<file path="config.mk">
export PLATFORM = sky130hd
export DESIGN_NAME = ped_crossing_controller_flat
export DESIGN_NICKNAME = d
export VERILOG_FILES = /design/src/rtl/ped_crossing_controller_if.sv /design/src/rtl/ped_crossing_controller.sv /design/src/flat_wrapper.sv
export SDC_FILE = /design/constraint.sdc
export NUM_CORES = 1
export LEC_CHECK = 0
export ABC_AREA = 1
export ABC_CLOCK_PERIOD_IN_PS = 1100
export BUFFER_PORTS_ARGS = -buffer_cell sky130_fd_sc_hd__buf_2
export CORE_MARGIN = 8
export CORE_UTILIZATION = 46
export DETAILED_ROUTE_END_ITERATION = 10
export PLACE_DENSITY = 0.8
export SLEW_MARGIN = 20
export SYNTH_ARGS = -nofsm -noshare
export SYNTH_HDL_FRONTEND = slang
export SYNTH_SLANG_ARGS = --single-unit
export TNS_END_PERCENT = 10
</file>
<file path="constraint.sdc">
create_clock -name clk -period 1.1 [get_ports clk]
set_input_delay 0.275 -clock clk [delete_from_list [all_inputs] [get_ports clk]]
set_output_delay 0.275 -clock clk [all_outputs]
set_load 0.05 [all_outputs]
</file>
<file path="src/rtl/ped_crossing_controller_if.sv">
// Signal bundle between the vehicle-light source and the pedestrian crossing controller.
// The master drives the light code and button; the slave drives the lamps and status.
interface ped_crossing_controller_if #(
  parameter int CNT_W = 4
);
  logic [2:0]       light;
  logic             ped_button;
  logic             walk;
  logic             dont_walk;
  logic             req_pending;
  logic [CNT_W-1:0] countdown;
  logic             fault;

  modport master (
    output light, ped_button,
    input  walk, dont_walk, req_pending, countdown, fault
  );

  modport slave (
    input  light, ped_button,
    output walk, dont_walk, req_pending, countdown, fault
  );
endinterface

</file>
<file path="src/rtl/ped_crossing_controller.sv">
// Pedestrian crossing controller: grants WALK at vehicle-red onset, then a flashing
// DONT_WALK clearance with countdown; early red exit aborts, illegal light codes latch a fault.
module ped_crossing_controller #(
  parameter int WALK_CYCLES  = 3,
  parameter int FLASH_CYCLES = 2,
  parameter int CNT_W        = 4
) (
  input logic                      clk,
  input logic                      reset,
  ped_crossing_controller_if.slave bus
);

  typedef enum logic [1:0] {IDLE, WALK, FLASH} state_t;

  localparam logic [2:0]       RED         = 3'b100;
  localparam logic [2:0]       YELLOW      = 3'b010;
  localparam logic [2:0]       GREEN       = 3'b001;
  localparam logic [CNT_W-1:0] TOTAL       = CNT_W'(WALK_CYCLES + FLASH_CYCLES);
  localparam logic [CNT_W-1:0] FLASH_START = CNT_W'(FLASH_CYCLES + 1);
  localparam logic [CNT_W-1:0] CNT_ONE     = CNT_W'(1);

  state_t           state_reg, state_next;
  logic [2:0]       light_prev_reg, light_prev_next;
  logic             req_reg, req_next;
  logic [CNT_W-1:0] cnt_reg, cnt_next;
  logic             walk_reg, walk_next;
  logic             dw_reg, dw_next;
  logic             fault_reg, fault_next;

  logic is_red;
  logic illegal;
  logic red_onset;

  assign is_red    = (bus.light == RED);
  assign illegal   = !(bus.light inside {RED, YELLOW, GREEN});
  assign red_onset = is_red && (light_prev_reg != RED);

  // light_prev resets to red so a red already present at reset release is not an onset.
  always_ff @(posedge clk or posedge reset) begin
    if (reset) begin
      state_reg      <= IDLE;
      light_prev_reg <= RED;
      req_reg        <= 1'b0;
      cnt_reg        <= '0;
      walk_reg       <= 1'b0;
      dw_reg         <= 1'b1;
      fault_reg      <= 1'b0;
    end else begin
      state_reg      <= state_next;
      light_prev_reg <= light_prev_next;
      req_reg        <= req_next;
      cnt_reg        <= cnt_next;
      walk_reg       <= walk_next;
      dw_reg         <= dw_next;
      fault_reg      <= fault_next;
    end
  end

  always_comb begin
    state_next      = state_reg;
    light_prev_next = bus.light;
    req_next        = req_reg;
    cnt_next        = cnt_reg;
    walk_next       = walk_reg;
    dw_next         = dw_reg;
    fault_next      = fault_reg;

    if (fault_reg || illegal) begin
      // Fault outranks abort and grant; the controller stays parked in safe DONT_WALK.
      fault_next = 1'b1;
      state_next = IDLE;
      req_next   = 1'b0;
      cnt_next   = '0;
      walk_next  = 1'b0;
      dw_next    = 1'b1;
    end else begin
      req_next = req_reg | bus.ped_button;
      unique case (state_reg)
        IDLE: begin
          cnt_next  = '0;
          walk_next = 1'b0;
          dw_next   = 1'b1;
          if (red_onset && req_next) begin
            state_next = WALK;
            req_next   = 1'b0;
            cnt_next   = TOTAL;
            walk_next  = 1'b1;
            dw_next    = 1'b0;
          end
        end
        WALK: begin
          if (!is_red) begin
            state_next = IDLE;
            cnt_next   = '0;
            walk_next  = 1'b0;
            dw_next    = 1'b1;
          end else begin
            cnt_next = cnt_reg - CNT_ONE;
            // The countdown itself marks the last WALK cycle, so no separate phase timer.
            if (cnt_reg == FLASH_START) begin
              state_next = FLASH;
              walk_next  = 1'b0;
              dw_next    = 1'b1;
            end
          end
        end
        FLASH: begin
          if (!is_red || cnt_reg == CNT_ONE) begin
            state_next = IDLE;
            cnt_next   = '0;
            walk_next  = 1'b0;
            dw_next    = 1'b1;
          end else begin
            cnt_next = cnt_reg - CNT_ONE;
            dw_next  = ~dw_reg;
          end
        end
        default: begin
          state_next = IDLE;
          cnt_next   = '0;
          walk_next  = 1'b0;
          dw_next    = 1'b1;
        end
      endcase
    end
  end

  assign bus.walk        = walk_reg;
  assign bus.dont_walk   = dw_reg;
  assign bus.req_pending = req_reg;
  assign bus.countdown   = cnt_reg;
  assign bus.fault       = fault_reg;

endmodule

</file>
<file path="src/flat_wrapper.sv">
// flat-port wrapper written by rule: the top's interface ports become plain ports
module ped_crossing_controller_flat 
#(
  parameter int WALK_CYCLES  = 3,
  parameter int FLASH_CYCLES = 2,
  parameter int CNT_W        = 4
)
  (clk, reset, bus_light, bus_ped_button, bus_walk, bus_dont_walk, bus_req_pending, bus_countdown, bus_fault);
  ped_crossing_controller_if #(.CNT_W(CNT_W)) bus_i ();
  input logic clk;
  input logic reset;
  input wire logic [$bits(bus_i.light)-1:0] bus_light;
  input wire logic [$bits(bus_i.ped_button)-1:0] bus_ped_button;
  output wire logic [$bits(bus_i.walk)-1:0] bus_walk;
  output wire logic [$bits(bus_i.dont_walk)-1:0] bus_dont_walk;
  output wire logic [$bits(bus_i.req_pending)-1:0] bus_req_pending;
  output wire logic [$bits(bus_i.countdown)-1:0] bus_countdown;
  output wire logic [$bits(bus_i.fault)-1:0] bus_fault;
  assign bus_i.light = bus_light;
  assign bus_i.ped_button = bus_ped_button;
  assign bus_walk = bus_i.walk;
  assign bus_dont_walk = bus_i.dont_walk;
  assign bus_req_pending = bus_i.req_pending;
  assign bus_countdown = bus_i.countdown;
  assign bus_fault = bus_i.fault;
  ped_crossing_controller #(.WALK_CYCLES(WALK_CYCLES), .FLASH_CYCLES(FLASH_CYCLES), .CNT_W(CNT_W)) u_core (.clk(clk), .reset(reset), .bus(bus_i));
endmodule
</file>
==> qor.txt <==
status = finished with violations
failing checks = negative hold slack, negative setup slack
area delta synth->final = 37.4%
synthesized instance count = 81
headroom to the max-slew limit = 67.5%
Final GP Congestion = 0.865
Residual DRC = 0
final hold slack = -0.00250 ns
Power Density = 882 nW/um^2
Antenna diodes = 0
GRT Overall Usage = 11.1%
Worst path slowest cell = dfstp_2
crit-path leading delay family = flip-flops
drt wl/cell = 11.6 microns
WL final = 1.39 mm
area of the mapped netlist = 689 sq um
Seq/Total Area, Yosys = 47.5%
crit end category = output pin
Num CTS Buffers = 3
actual slew at the worst max-slew pin = 0.487 ns
Top Ports = 14
Syn Nets = 90
fin. max-slew vios = 0
Largest register FFs = 4
Setup Viol. Count Final = 15
CP Max Fanout = 2
vias in the first global route = 571
fin crit period = 1.26 ns
Clock Tree Root = clkbuf_4
Die Y-Extent = 54.7 microns
Yosys reg bits = 13
CP bufs+invs = 1
hold crit path type = in2async
DRT iter0 DRCs = 15
CTS tree = yes
CTS sink cnt = 13
YS warnings = 0
initial antenna violation count = 0
placed inst area = 842 sq um
initial core utilization = 47.4%
vias per cell = 4.72
core area = 1450 sq um
vias = 566
# port buffers = 13
area of the multi-input gates = 343 sq um
DRT antenna net count = 0
Synth cell types = 21
Initial DRT Pass Iterations = 4
peak supply drop = 0.726 mV
Layout Nets = 114
clock buffer depth = 2
Post-CTS Hold Buffers = 0
GRT overflow = 0
largest net degree at the start of global routing = 14
cell total after placement = 115
share of cells above drive strength 1 = 48.1%
kind of critical path = reg2out
CTS H-tree depth = 1
FP Rows = 14
Register Area = 334 sq um
Final WS setup = -0.158 ns
Setup Skew = 0.00520 ns
Crit path required time = 0.82 ns
Final Instance Area = 947 sq um
die width = 54.7 microns
CP Launch Type = flop
die area = 2990 sq um
Mapped Avg Cell Area = 8.51 sq um
CP peak stage delay = 0.55 ns
first-pass GRT wire length = 2.38 mm
Final Non-Filler Cells = 120
Fillers = 122
Peak Freq = 0.795 GHz
Max-cap violations = 0
RSZ-0062 raised after global routing = yes
period utilization = 114%
Critical Path, Cell by Cell = buf_8
latest clock arrival within the worst-skew pair = 0.28 ns
dpl ws = -0.117 ns
P_leak = 0.481 nW
total power = 0.836 mW
placed wire-length estimate = 1.04 mm
hold violation count in the final report = 5
Clock transition at path regs = 0.08 ns
Crit path arrival time = 0.98 ns
==> synth_stat cells <==
| cell type | count | area share (%) |
|---|---|---|
| o21ai_0 | 1 | 0.73 |
| nor2_4 | 2 | 3.3 |
| nor3_1 | 2 | 1.5 |
| nand2_2 | 1 | 0.91 |
| nand2_4 | 1 | 1.6 |
| nor2_1 | 9 | 4.9 |
| ha_1 | 3 | 5.4 |
| o21ai_1 | 1 | 0.73 |
| xor2_1 | 2 | 2.5 |
| nand2_1 | 14 | 7.6 |
| o21bai_1 | 1 | 1.1 |
| nand3_1 | 7 | 5.1 |
| or2_2 | 1 | 0.91 |
| dfstp_2 | 2 | 7.6 |
| nand3_2 | 2 | 2.9 |
| a21oi_1 | 2 | 1.5 |
| or2_4 | 1 | 1.3 |
| nor2_2 | 2 | 1.8 |
| inv_2 | 3 | 1.6 |
| dfrtp_1 | 11 | 40 |
| inv_1 | 13 | 7.1 |
==> logic make-up (layout without fill, tap and decap cells) <==
logic type | Yosys count | after routing | share of synthesized area (%)
and+or+nand+nor | 42 | 42 | 31.8
DFF | 13 | 13 | 47.5
adders and majority gates | 3 | 3 | 5.45
AOI/OAI and AO/OA | 5 | 5 | 3.99
buffers and inverters | 16 | 39 | 8.71
xor gates and xnor gates | 2 | 2 | 2.54
==> area by class of cell <==
| type | count | share of cell area, % |
|---|---|---|
| multi-input cells | 52 | 36.2 |
| flip-flops and latches | 13 | 35.3 |
| repair buffers | 19 | 17.3 |
| inverters | 16 | 6.34 |
| clock buffers | 4 | 2.77 |
| well taps | 16 | 2.11 |
==> where the power goes <==
part / internal [mW] / switching (mW)
sequential: 0.484 / 0.00136
clock: 0.141 / 0.157
combinational: 0.0200 / 0.0323
total: 0.645 / 0.190
==> final timing paths <==
| path | endpoint | depth (start not counted) | slack [ns] | from |
|---|---|---|---|---|
| worst min-delay path | u_core.bus.walk$_DFFE_PP0P_ | 2 | -0.002 | reset |
| worst max register to register | u_core.state_reg[1]$_DFFE_PP0P_ | 7 | -0.11 | u_core.state_reg[0]$_DFFE_PP0P_ |
| worst min register to register | u_core.bus.walk$_DFFE_PP0P_ | 2 | 0.54 | u_core.bus.walk$_DFFE_PP0P_ |
| worst max-delay path | bus_dont_walk | 1 | -0.16 | u_core.bus.dont_walk$_DFFE_PP1P_ |
| max in group asynchronous | u_core.bus.countdown[2]$_DFF_PP0_ | 2 | 0.74 | reset |
| min in group clk | u_core.light_prev_reg[1]$_DFF_PP0_ | 1 | 0.14 | bus_light[1] |
==> per-stage QoR <==
stage	util [%]	TNS, ns
6_report	65.1	-0.940
3_5_place_dp	57.9	-0.528
2_1_floorplan	-	-1.06
4_1_cts	64.5	-0.996
5_1_grt	65.1	-1.74
3_3_place_gp	57.9	-0.384
==> per-layer routing <==
| metal | up-vias | track usage, % | routed length [microns] |
|---|---|---|---|
| met3 | 0 | 6.25 | 86 |
| met2 | 10 | 17.5 | 726 |
| met4 | 0 | 2.46 | 0 |
| met1 | 264 | 12.8 | 574 |
| met5 | - | 0 | 0 |
| li1 | 292 | - | - |
==> cell usage in the layout, fill, tap and decap left out, drive strengths merged <==
cell type	Yosys	routed
buf	0	19
nand2	16	16
inv	16	16
nor2	13	13
dfrtp	11	11
nand3	9	9
clkbuf	0	4
ha	3	3
or2	2	2
xor2	2	2
nor3	2	2
dfstp	2	2
o21ai	2	2
a21oi	2	2
o21bai	1	1
==> timing repair <==
item,4_1_cts,5_1_grt
cloned,0,0
resized for setup,18,3
buffers inserted,1,0
pin swaps,2,1
setup endpoints to repair,15,16
Note: power is estimated with default switching activity, not from simulation.
